**config.mk**
```make
export PLATFORM = sky130hd
export DESIGN_NAME = muldiv_unit
export DESIGN_NICKNAME = d
export VERILOG_FILES = /design/src/rtl/muldiv_unit.sv
export SDC_FILE = /design/constraint.sdc
export NUM_CORES = 1
export LEC_CHECK = 0
export CORE_ASPECT_RATIO = 0.8
export CORE_MARGIN = 5
export CORE_UTILIZATION = 37
export CTS_CLUSTER_SIZE = 25
export DETAILED_ROUTE_END_ITERATION = 10
export MAX_ROUTING_LAYER = met4
export RECOVER_POWER = 50
export SLEW_MARGIN = 20
export SYNTH_ARGS = -nofsm -noshare
export SYNTH_HDL_FRONTEND = slang
export SYNTH_SLANG_ARGS = --single-unit
```
**constraint.sdc**
```tcl
create_clock -name clk -period 12.1 [get_ports clk]
set_input_delay 2.42 -clock clk [delete_from_list [all_inputs] [get_ports clk]]
set_output_delay 2.42 -clock clk [all_outputs]
set_load 0.03 [all_outputs]
```
**src/rtl/muldiv_unit.sv**
```systemverilog
// Multi-cycle MULTU/DIVU engine owning HI/LO; one iteration per cycle, done pulses once hi/lo are updated.
// stall_req holds the pipeline when a muldiv-class instruction arrives while the engine is busy or finishing.
module muldiv_unit #(
  parameter int WIDTH = 32
) (
  input  logic             clk,
  input  logic             rst,
  input  logic             start,
  input  logic [3:0]       alu_ctrl,
  input  logic [WIDTH-1:0] a,
  input  logic [WIDTH-1:0] b,
  output logic             busy,
  output logic             done,
  output logic             stall_req,
  output logic [WIDTH-1:0] hi,
  output logic [WIDTH-1:0] lo,
  output logic [WIDTH-1:0] result
);
  localparam int CW = (WIDTH > 1) ? $clog2(WIDTH) : 1;

  typedef enum logic [1:0] {IDLE, MUL, DIV, DONE} state_t;

  state_t             state_q, state_d;
  logic [CW-1:0]      count_q, count_d;
  logic [WIDTH-1:0]   hi_q, hi_d, lo_q, lo_d;
  logic [2*WIDTH-1:0] acc_q, acc_d;
  logic [WIDTH-1:0]   opa_q, opa_d, opb_q, opb_d;

  logic             is_md;
  logic             last_iter;
  logic [WIDTH:0]   mul_sum;
  logic [2*WIDTH-1:0] mul_next;
  logic [WIDTH:0]   div_shift;
  logic             div_ge;
  logic [WIDTH-1:0] div_rem;
  logic [WIDTH-1:0] div_quot;

  assign is_md     = (alu_ctrl >= 4'd7) && (alu_ctrl <= 4'd10);
  assign last_iter = (count_q == CW'(WIDTH - 1));

  // Multiply: acc holds {partial product, consumed multiplier bits}; opa = multiplicand, opb = multiplier.
  assign mul_sum  = {1'b0, acc_q[2*WIDTH-1:WIDTH]} + {1'b0, (opb_q[0] ? opa_q : {WIDTH{1'b0}})};
  assign mul_next = {mul_sum, acc_q[WIDTH-1:1]};

  // Divide: acc upper half is the remainder; opa shifts the dividend out MSB first into the quotient.
  assign div_shift = {acc_q[2*WIDTH-1:WIDTH], opa_q[WIDTH-1]};
  assign div_ge    = (div_shift >= {1'b0, opb_q});
  assign div_rem   = div_ge ? (div_shift[WIDTH-1:0] - opb_q) : div_shift[WIDTH-1:0];
  assign div_quot  = {opa_q[WIDTH-2:0], div_ge};

  always_comb begin
    state_d = state_q;
    count_d = count_q;
    hi_d    = hi_q;
    lo_d    = lo_q;
    acc_d   = acc_q;
    opa_d   = opa_q;
    opb_d   = opb_q;
    unique case (state_q)
      IDLE: begin
        if (start && alu_ctrl == 4'd7) begin
          opa_d   = a;
          opb_d   = b;
          acc_d   = '0;
          count_d = '0;
          state_d = MUL;
        end else if (start && alu_ctrl == 4'd8) begin
          if (b != '0) begin
            opa_d   = a;
            opb_d   = b;
            acc_d   = '0;
            count_d = '0;
            state_d = DIV;
          end else begin
            hi_d    = a;
            lo_d    = {WIDTH{1'b1}};
            state_d = DONE;
          end
        end
      end
      MUL: begin
        acc_d   = mul_next;
        opb_d   = opb_q >> 1;
        count_d = count_q + 1'b1;
        if (last_iter) begin
          {hi_d, lo_d} = mul_next;
          state_d      = DONE;
        end
      end
      DIV: begin
        acc_d   = {div_rem, acc_q[WIDTH-1:0]};
        opa_d   = div_quot;
        count_d = count_q + 1'b1;
        if (last_iter) begin
          hi_d    = div_rem;
          lo_d    = div_quot;
          state_d = DONE;
        end
      end
      DONE: state_d = IDLE;
      default: state_d = IDLE;
    endcase
  end

  always_ff @(posedge clk or posedge rst) begin
    if (rst) begin
      state_q <= IDLE;
      count_q <= '0;
      hi_q    <= '0;
      lo_q    <= '0;
      acc_q   <= '0;
      opa_q   <= '0;
      opb_q   <= '0;
    end else begin
      state_q <= state_d;
      count_q <= count_d;
      hi_q    <= hi_d;
      lo_q    <= lo_d;
      acc_q   <= acc_d;
      opa_q   <= opa_d;
      opb_q   <= opb_d;
    end
  end

  assign busy      = (state_q == MUL) || (state_q == DIV);
  assign done      = (state_q == DONE);
  assign stall_req = (busy || done) && start && is_md;
  assign hi        = hi_q;
  assign lo        = lo_q;
  assign result    = (alu_ctrl == 4'd9)  ? hi_q :
                     (alu_ctrl == 4'd10) ? lo_q : '0;
endmodule

```
==> key figures, run 1 <==
Global route
  • First-pass GRT wire length: just under 70 mm
  • Largest net degree at the start of global routing: 127
  • Initial antenna violation count: 3
  • Total grt overflow: 0
  • Number of global-route vias before repair: 12100
  • GRT Total Usage: 21.8%

Clock network
  • TritonCTS buffer count: 17
  • Post_cts resized: 0
  • CTS Sinks: 198
  • Clk pin slew, worst setup/hold paths: 0.07 ns
  • Worst skew pair latency: 0.46 ns
  • TritonCTS clock tree: done
  • Htree depth: 4
  • CTS root buffer: clkbuf_16
  • Maximum clock path buffer count: 2
  • Cts hold-fix bufs: 0
  • Setup bufs post-CTS: 0

Layout
  • Most frequent cells in the layout: dfrtp_1 (198), a21oi_1 (180), o21ai_0 (124)
  • Non-Filler Instances: 2147
  • Multi-input gate area: 7930 µm²
  • Reg area: 4950 µm²
  • Layout Nets: roughly 1800
  • Most common cell after layout, fill and taps aside: dfrtp_1
  • # fillers: 3578
  • Share of cells above drive strength 1: 5.53%
  • Area growth syn-to-layout: 19.2%

Timing
  • Final setup skew: roughly 0.012 ns
  • RSZ-0062 raised after global routing: no
  • Final setup fails: 0
  • Final Critical Period: 7.78 ns
  • Setup total negative slack: 0 ns
  • Slew margin rel.: -297%
  • Worst slew pin tran: roughly 6 ns
  • Final Cycle Share: 64.3%
  • Worst setup margin: 4.32 ns
  • FMAX: about 130 MHz
  • Final count of hold timing violations: 0
  • Final Max Slew Viols: 127

Yosys
  • Ys Warns: 0
  • Flip-flop and latch count after synthesis: 198
  • Synth cell types: 77
  • Cell Area, Synth: about 14000 µm²
  • Syn nets: 1700
  • EDFF count, synth: 0
  • Post-Syn Instances: approximately 1600
  • Sequential area share after synthesis: a little over a third
  • Avg Inst Size Synth: 8.71 µm²
  • Asr flop ratio synth: 100%
  • Primary FF master, synth: dfrtp_1

Worst setup path
  • FF-to-FF Start: opb_q[0]
  • Worst EP required: a little under 10 ns
  • Crit Path Category: in -> out
  • Worst setup SP type: primary input
  • Critical Path Sink Type: output pin
  • CP max FO: 23
  • Crit path DAT: 5.36 ns
  • Worst Setup SP: alu_ctrl[3]

Route
  • Vias per std cell: 5.64
  • Post-DRT Antenna Nets: 0
  • DRC violations left: 0
  • Post-Route WL: between 40 and 50 mm
  • WL/cell: 20.2 µm
  • First-pass detailed-route iteration total: 5
  • 1st-iter DRT viols: 1034
  • Vias after detailed routing: 12100

Hold path
  • Hold_sp: lo[27]
  • Worst Hold Class: reg -> reg

Placement
  • IO buf count: between 150 and 200
  • # placed instances: 2113
  • Dpl hpwl: between 30 and 40 mm
  • Place WS: 4.39 ns
  • GPL Wtd Cong: 0.888

Die
  • Initial Utilization: 37.6%
  • I/O Pins: 170
  • Core Region: between 30000 and 40000 µm²
  • Row cnt: 62
  • Die X: 224 µm
  • Die Area: roughly 40000 µm²
  • Die Y: 181 µm

Pwr
  • Power density over the cells: roughly 300 nW/µm²
  • VDD IR max: 0.158 mV
  • Leakage: slightly above 7 nW

Job
  • MaxCap Viol Count: 1

Status
  • Status: finished with violations
  • Failing checks: capacitance limit, slew limit
## flip-flops by register name, summed over array words and instances (netlist names)
register  cells
state_q       2
lo           32
opa_q        32
count_q       5
hi           32
acc_q        63
opb_q        32
## report_power, final
part,total (W),internal (W),switching (W),leakage (nW)
clock network,0.000577,0.000293,0.000285,0.278
registers,0.00123,0.000930,0.000299,2.47
logic,0.00315,0.00117,0.00198,4.45
total,0.00496,0.00239,0.00257,7.20
## per-layer routing
layer / up-vias / GRT usage (%) / part of all wire (%)
met2: 296 / 34.3 / 46
met5: - / - / 0
met1: 5891 / 30.0 / 48
met3: 50 / 2.79 / 4.0
li1: 5862 / - / -
met4: 0 / 5.12 / 1.7
## critical path, cell delays in order
cell and delay [ns]:
dlygate4sd3_1 0.58, inv_1 0.12, nor4b_2 0.94, buf_4 0.43, a22o_1 0.18, clkdlybuf4s50_1 0.68
## area by class of cell
type | count | share of cell area [%]
diodes | 3 | 0.0465
clock buffers | 19 | 2.74
clock inverters | 12 | 0.736
inverters | 83 | 1.94
multi-input cells | 1170 | 49.1
flip-flops and latches | 198 | 30.7
well taps | 480 | 3.72
repair buffers | 182 | 11.1
## cell families (layout without fill, tap and decap cells)
group | Yosys count | count (layout) | share of synthesized area [%]
other cells | 0 | 3 | 0
fa+ha+maj | 74 | 74 | 6.94
compound gates | 563 | 563 | 26.7
xor+xnor | 55 | 55 | 3.55
simple gates | 391 | 391 | 14.0
mux | 87 | 87 | 6.67
flops | 198 | 198 | 36.6
buf+inv | 187 | 296 | 5.49
## path summary, 6_finish.rpt
check	to	slack (ns)	cells after the start
max	result[8]	4.32	6
min	lo[27]	0.51	1
max reg2reg	hi[31]	7.37	10
min reg2reg	lo[27]	0.51	1
max in group asynchronous	opa_q[15]	5.07	3
min in group asynchronous	lo[21]	4.26	2
## cell usage after synthesis (all sizes together), types with 33 or more instances
cell type,instances,area share (%)
dfrtp,198,37
a21o,58,3.2
and3,33,1.6
and2,35,1.7
o21ai,132,4.9
inv,83,2.3
a21oi,182,6.7
clkbuf,94,2.6
a22oi,50,2.8
nand2,96,2.7
a22o,40,2.6
nand3,45,1.7
mux2i,67,4.9
ha,72,6.6
nor2,114,3.2
## through the flow
stage / hold WS, ns / util [%] / area [µm²] / total power [W]
floorplan: 0.479 / - / 13600 / 0.00346
global placement: 0.489 / 43.2 / 15600 / 0.00438
detailed placement: 0.498 / 43.2 / 15600 / 0.00441
CTS: 0.515 / 44.8 / 16100 / 0.00500
global route: 0.527 / 44.8 / 16200 / 0.00534
finish: 0.508 / 44.8 / 16200 / 0.00496
Note: power is estimated with default switching activity, not from simulation.
==> inputs of run 2 (changes only) <==
==> constraint.sdc (replaced) <==
create_clock -name clk -period 7.3 [get_ports clk]
set_input_delay 1.46 -clock clk [delete_from_list [all_inputs] [get_ports clk]]
set_output_delay 1.46 -clock clk [all_outputs]
set_load 0.03 [all_outputs]
==> key figures, run 2 (synthesized netlist as in run 1, its figures left out) <==
Status
  • Status: finished with violations
  • Failing checks: capacitance limit, slew limit

Placement
  • # placed instances: 2112
  • Place WS: approximately 1.6 ns
  • Dpl hpwl: 32.2 mm
  • IO buf count: around 170
  • GPL Wtd Cong: 0.880
  • Placed inst area: 15600 µm²

Route
  • Post-Route WL: around 44 mm
  • First-pass detailed-route iteration total: 7
  • Vias after detailed routing: about 12000
  • Post-DRT Antenna Nets: 0
  • DRC violations left: 0
  • Vias per std cell: 5.62
  • 1st-iter DRT viols: a little over 900
  • WL/cell: ~20 µm

Layout
  • Non-Filler Instances: 2148
  • Share of cells above drive strength 1: 5.71%
  • Largest register FFs: 63
  • Post-Layout Inst Area: 16200 µm²
  • Layout Nets: 1797
  • Most frequent cells in the layout: dfrtp_1 (198), a21oi_1 (180), o21ai_0 (124)
  • Most common cell after layout, fill and taps aside: dfrtp_1
  • Most flop-heavy register: acc_q
  • Area growth syn-to-layout: 19.7%

Pwr
  • Net Switching: 0.00428 W
  • Int Power: 0.00402 W
  • Leakage: 7.18 nW
  • Flop pwr share: 24.6%
  • Clock power frac: between 10% and 20%
  • Total chip power: 0.00830 W
  • VDD IR max: slightly above 0.3 mV
  • Power density over the cells: 512 nW/µm²
  • Net Sw Frac: between 50% and 60%
  • Comb power frac: 63.1%

Clock network
  • CTS root buffer: clkbuf_16
  • Setup bufs post-CTS: 0
  • CTS Sinks: 198
  • Cts hold-fix bufs: 0
  • Post_cts resized: 0
  • Worst skew pair latency: 0.47 ns
  • TritonCTS clock tree: done
  • Clk pin slew, worst setup/hold paths: 0.08 ns
  • TritonCTS buffer count: 17
  • Htree depth: 4
  • Maximum clock path buffer count: 2

Die
  • Row cnt: 62
  • Die Y: 181 µm
  • Initial Utilization: a little under two fifths
  • I/O Pins: 170
  • Die X: 224 µm
  • Core Region: 36100 µm²
  • Die Area: 40600 µm²

Worst setup path
  • CP max FO: 24
  • Worst EP required: 5.84 ns
  • Crit Path Category: in -> out
  • Critical Path Sink Type: output pin
  • Critical R2R Capture: acc_q[57]
  • Reg2Reg Depth: 12
  • R2R Setup Slk: between 2 and 3 ns
  • Worst setup SP type: primary input
  • Crit path DAT: 4.23 ns
  • FF-to-FF Start: opb_q[0]

Timing
  • RSZ-0062 raised after global routing: no
  • Final setup fails: 0
  • Worst setup margin: 1.61 ns
  • FMAX: 176 MHz
  • Slew margin rel.: -155%
  • Final Critical Period: 5.69 ns
  • Final Max Slew Viols: 150
  • Setup total negative slack: 0 ns
  • Final Cycle Share: 78.0%
  • Worst slew pin tran: 3.80 ns
  • Final setup skew: 0.0124 ns
  • Final count of hold timing violations: 0

Job
  • MaxCap Viol Count: 2

Global route
  • GRT Total Usage: 21.8%
  • Total grt overflow: 0
  • Number of global-route vias before repair: ~12000
  • First-pass GRT wire length: 69.4 mm
  • Met1 Usage GRT: 29.9%
  • Busiest layer in global routing: met2
  • Met2 usage: 34.6%
  • Met3 global-route usage: roughly 3.1%
  • Initial antenna violation count: 3
  • Largest net degree at the start of global routing: 103

Hold path
  • Worst Hold Class: reg -> reg
  • Hold_sp: lo[18]
  • Hold Path Depth: 1
  • Min-Delay Endpoint: lo[18]
==> run 2: cell count changes in the layout (fill, tap and decap cells not counted), sizes merged <==
cell           delta
clkinv            -2
clkdlybuf4s50    +17
bufinv            +1
inv               +1
buf               -2
dlygate4sd3      -17
clkinvlp          +3
==> run 2: worst max-delay path by stage <==
stage	slack, ns	endpoint	from	cells past startpoint
floorplan	0.44	acc_q[10]	rst	1
global placement	1.70	result[3]	alu_ctrl[3]	6
detailed placement	1.62	result[12]	alu_ctrl[3]	6
CTS	1.61	result[5]	alu_ctrl[3]	6
global route	0.93	hi[9]	rst	3
finish	1.61	result[10]	alu_ctrl[2]	5
==> run 2: per-layer routing <==
metal	wire [µm]	up-vias
li1	-	5847
met1	21000	5916
met2	20300	262
met3	1570	49
met4	752	0
met5	0	-
==> run 2: final cells by class <==
type | instances | area [µm²]
multi-input cells | 1170 | 7920
repair buffers | 182 | 1800
inverters | 83 | 313
well taps | 480 | 601
flip-flops and latches | 198 | 4950
fillers | 3576 | 19900
clock inverters | 15 | 190
diodes | 3 | 7.51
clock buffers | 17 | 425
==> run 2: power groups by stage <==
stage | clock network [W] | logic [W] | registers, W
after detailed placement | 0 | 0.00522 | 0.00207
after floorplan | 0 | 0.00358 | 0.00215
after CTS | 0.00104 | 0.00525 | 0.00206
after global routing | 0.00108 | 0.00575 | 0.00211
final | 0.00102 | 0.00524 | 0.00204
after global placement | 0 | 0.00519 | 0.00207
==> run 2: per-stage QoR <==
| stage | hold slack [ns] | utilization [%] |
|---|---|---|
| global route | 0.526 | 45.0 |
| CTS | 0.515 | 44.9 |
| detailed placement | 0.498 | 43.2 |
| global placement | 0.493 | 43.2 |
| floorplan | 0.479 | - |
| finish | 0.507 | 45.0 |
==> run 2: worst max-delay path: stages <==
cell	delay [ns]
clkdlybuf4s50_1	0.54
nor4b_2	0.90
buf_4	0.44
a22o_1	0.20
clkdlybuf4s50_1	0.68
==> inputs of run 3 (changes only) <==
==> constraint.sdc (replaced) <==
create_clock -name clk -period 5 [get_ports clk]
set_input_delay 1 -clock clk [delete_from_list [all_inputs] [get_ports clk]]
set_output_delay 1 -clock clk [all_outputs]
set_load 0.03 [all_outputs]
==> key figures, run 3 (synthesized netlist as in run 1, its figures left out) <==
Status
  • Failing checks: capacitance limit, slew limit
  • Status: finished with violations

Die
  • Die Area: 40600 µm²
  • Initial Utilization: 37.6%
  • Die Y: 181 µm
  • Row cnt: 62
  • Core Region: 36100 µm²
  • I/O Pins: 170
  • Die X: approximately 220 µm

Timing
  • Final setup skew: 0.0166 ns
  • Final count of hold timing violations: 0
  • Hold_ws: 0.500 ns
  • FMAX: 238 MHz
  • Final Max Slew Viols: 200
  • RSZ-0062 raised after global routing: no
  • Final Cycle Share: 84.1%
  • Slew margin rel.: -62.4%
  • Worst slew pin tran: 2.44 ns
  • Final setup fails: 0
  • Final Critical Period: 4.21 ns
  • Worst setup margin: about 0.79 ns
  • Setup total negative slack: 0 ns

Global route
  • Number of global-route vias before repair: 12000
  • Met1 Usage GRT: 30.5%
  • Busiest layer in global routing: met2
  • GRT Total Usage: 21.9%
  • Largest net degree at the start of global routing: roughly 160
  • Met3 global-route usage: 3.26%
  • Total grt overflow: 0
  • Initial antenna violation count: 0
  • Met2 usage: between 30 and 40%
  • First-pass GRT wire length: between 60 and 70 mm

Clock network
  • Worst skew pair latency: 0.47 ns
  • TritonCTS clock tree: done
  • CTS Sinks: a little under 200
  • Htree depth: 4
  • Cts hold-fix bufs: 0
  • Maximum clock path buffer count: 2
  • Post_cts resized: 0
  • CTS root buffer: clkbuf_16
  • Clk pin slew, worst setup/hold paths: 0.07 ns
  • TritonCTS buffer count: 17
  • Setup bufs post-CTS: 0

Layout
  • Reg area: 4950 µm²
  • Share of cells above drive strength 1: 5.98%
  • Most common cell after layout, fill and taps aside: dfrtp_1
  • Most frequent cells in the layout: dfrtp_1 (198), a21oi_1 (180), o21ai_0 (124)
  • Multi-input gate area: 7930 µm²
  • Most flop-heavy register: acc_q
  • Largest register FFs: 63
  • Area growth syn-to-layout: 19.8%
  • Post-Layout Inst Area: 16200 µm²
  • # fillers: 3514
  • Antenna Cells: 0
  • Layout Nets: roughly 1800

Worst setup path
  • Crit Path Category: in -> out
  • CP max FO: 23
  • Crit path DAT: 3.21 ns
  • Critical Path Sink Type: output pin
  • Worst setup SP type: primary input
  • Worst EP required: about 4 ns

Route
  • Vias per std cell: 5.67
  • DRC violations left: 0
  • 1st-iter DRT viols: 948
  • WL/cell: 20.4 µm
  • First-pass detailed-route iteration total: 5
  • Post-Route WL: 43.8 mm
  • Vias after detailed routing: 12200
  • Post-DRT Antenna Nets: 0

Pwr
  • Leakage: between 7 and 8 nW
  • VDD IR max: 0.537 mV
  • Power density over the cells: between 700 and 800 nW/µm²

Hold path
  • Worst Hold Class: reg -> reg

Placement
  • GPL Wtd Cong: roughly 0.9
  • IO buf count: 169
  • Placed inst area: 15700 µm²
  • Place WS: 0.816 ns
  • Dpl hpwl: approximately 32 mm

Job
  • MaxCap Viol Count: 2
run 3: cell count changes in the layout (fill, tap and decap cells not counted), sizes merged:
cell and change:
clkdlybuf4s50 +2, clkbuf +2, dlygate4sd3 -2, diode -3, inv -2, buf +9
clkinvlp -1
run 3: worst max-delay path: stages:
cell and delay (ns):
clkdlybuf4s50_1 0.51, inv_1 0.10, nor4b_2 0.35, buf_4 0.35, a22o_1 0.19, clkdlybuf4s50_1 0.68
run 3: final timing paths:
path | from | end | slack [ns] | cells past startpoint
min in group asynchronous | rst | acc_q[52] | 1.77 | 3
min | lo[18] | lo[18] | 0.50 | 1
max in group asynchronous | rst | hi[6] | 1.65 | 3
max | alu_ctrl[3] | result[10] | 0.79 | 6
min reg2reg | lo[18] | lo[18] | 0.50 | 1
max reg2reg | opb_q[0] | acc_q[57] | 0.99 | 12
run 3: where the power goes:
group	internal, W	switching (W)	total [W]	leakage [nW]
logic	0.00289	0.00481	0.00770	4.46
registers	0.00225	0.000704	0.00296	2.47
clock network	0.000754	0.000689	0.00144	0.278
total	0.00589	0.00621	0.0121	7.20
run 3: layout make-up:
class	instances	share of cell area, %
inverters	83	1.93
repair buffers	192	11.4
multi-input cells	1170	48.8
clock inverters	12	0.886
flip-flops and latches	198	30.5
clock buffers	18	2.70
well taps	480	3.70
run 3: routing by layer:
layer	vias up	share of wire, %
met3	38	4.3
met4	0	1.5
met2	322	46
met5	-	0
met1	5953	48
li1	5891	-
run 3: per-stage QoR:
stage / cells / power, W / util [%]
3_5_place_dp: 2123 / 0.0107 / 43.4
2_1_floorplan: 1555 / 0.00838 / -
3_3_place_gp: 2123 / 0.0106 / 43.4
6_report: 2153 / 0.0121 / 45.0
5_1_grt: 2153 / 0.0130 / 45.0
4_1_cts: 2153 / 0.0122 / 45.1
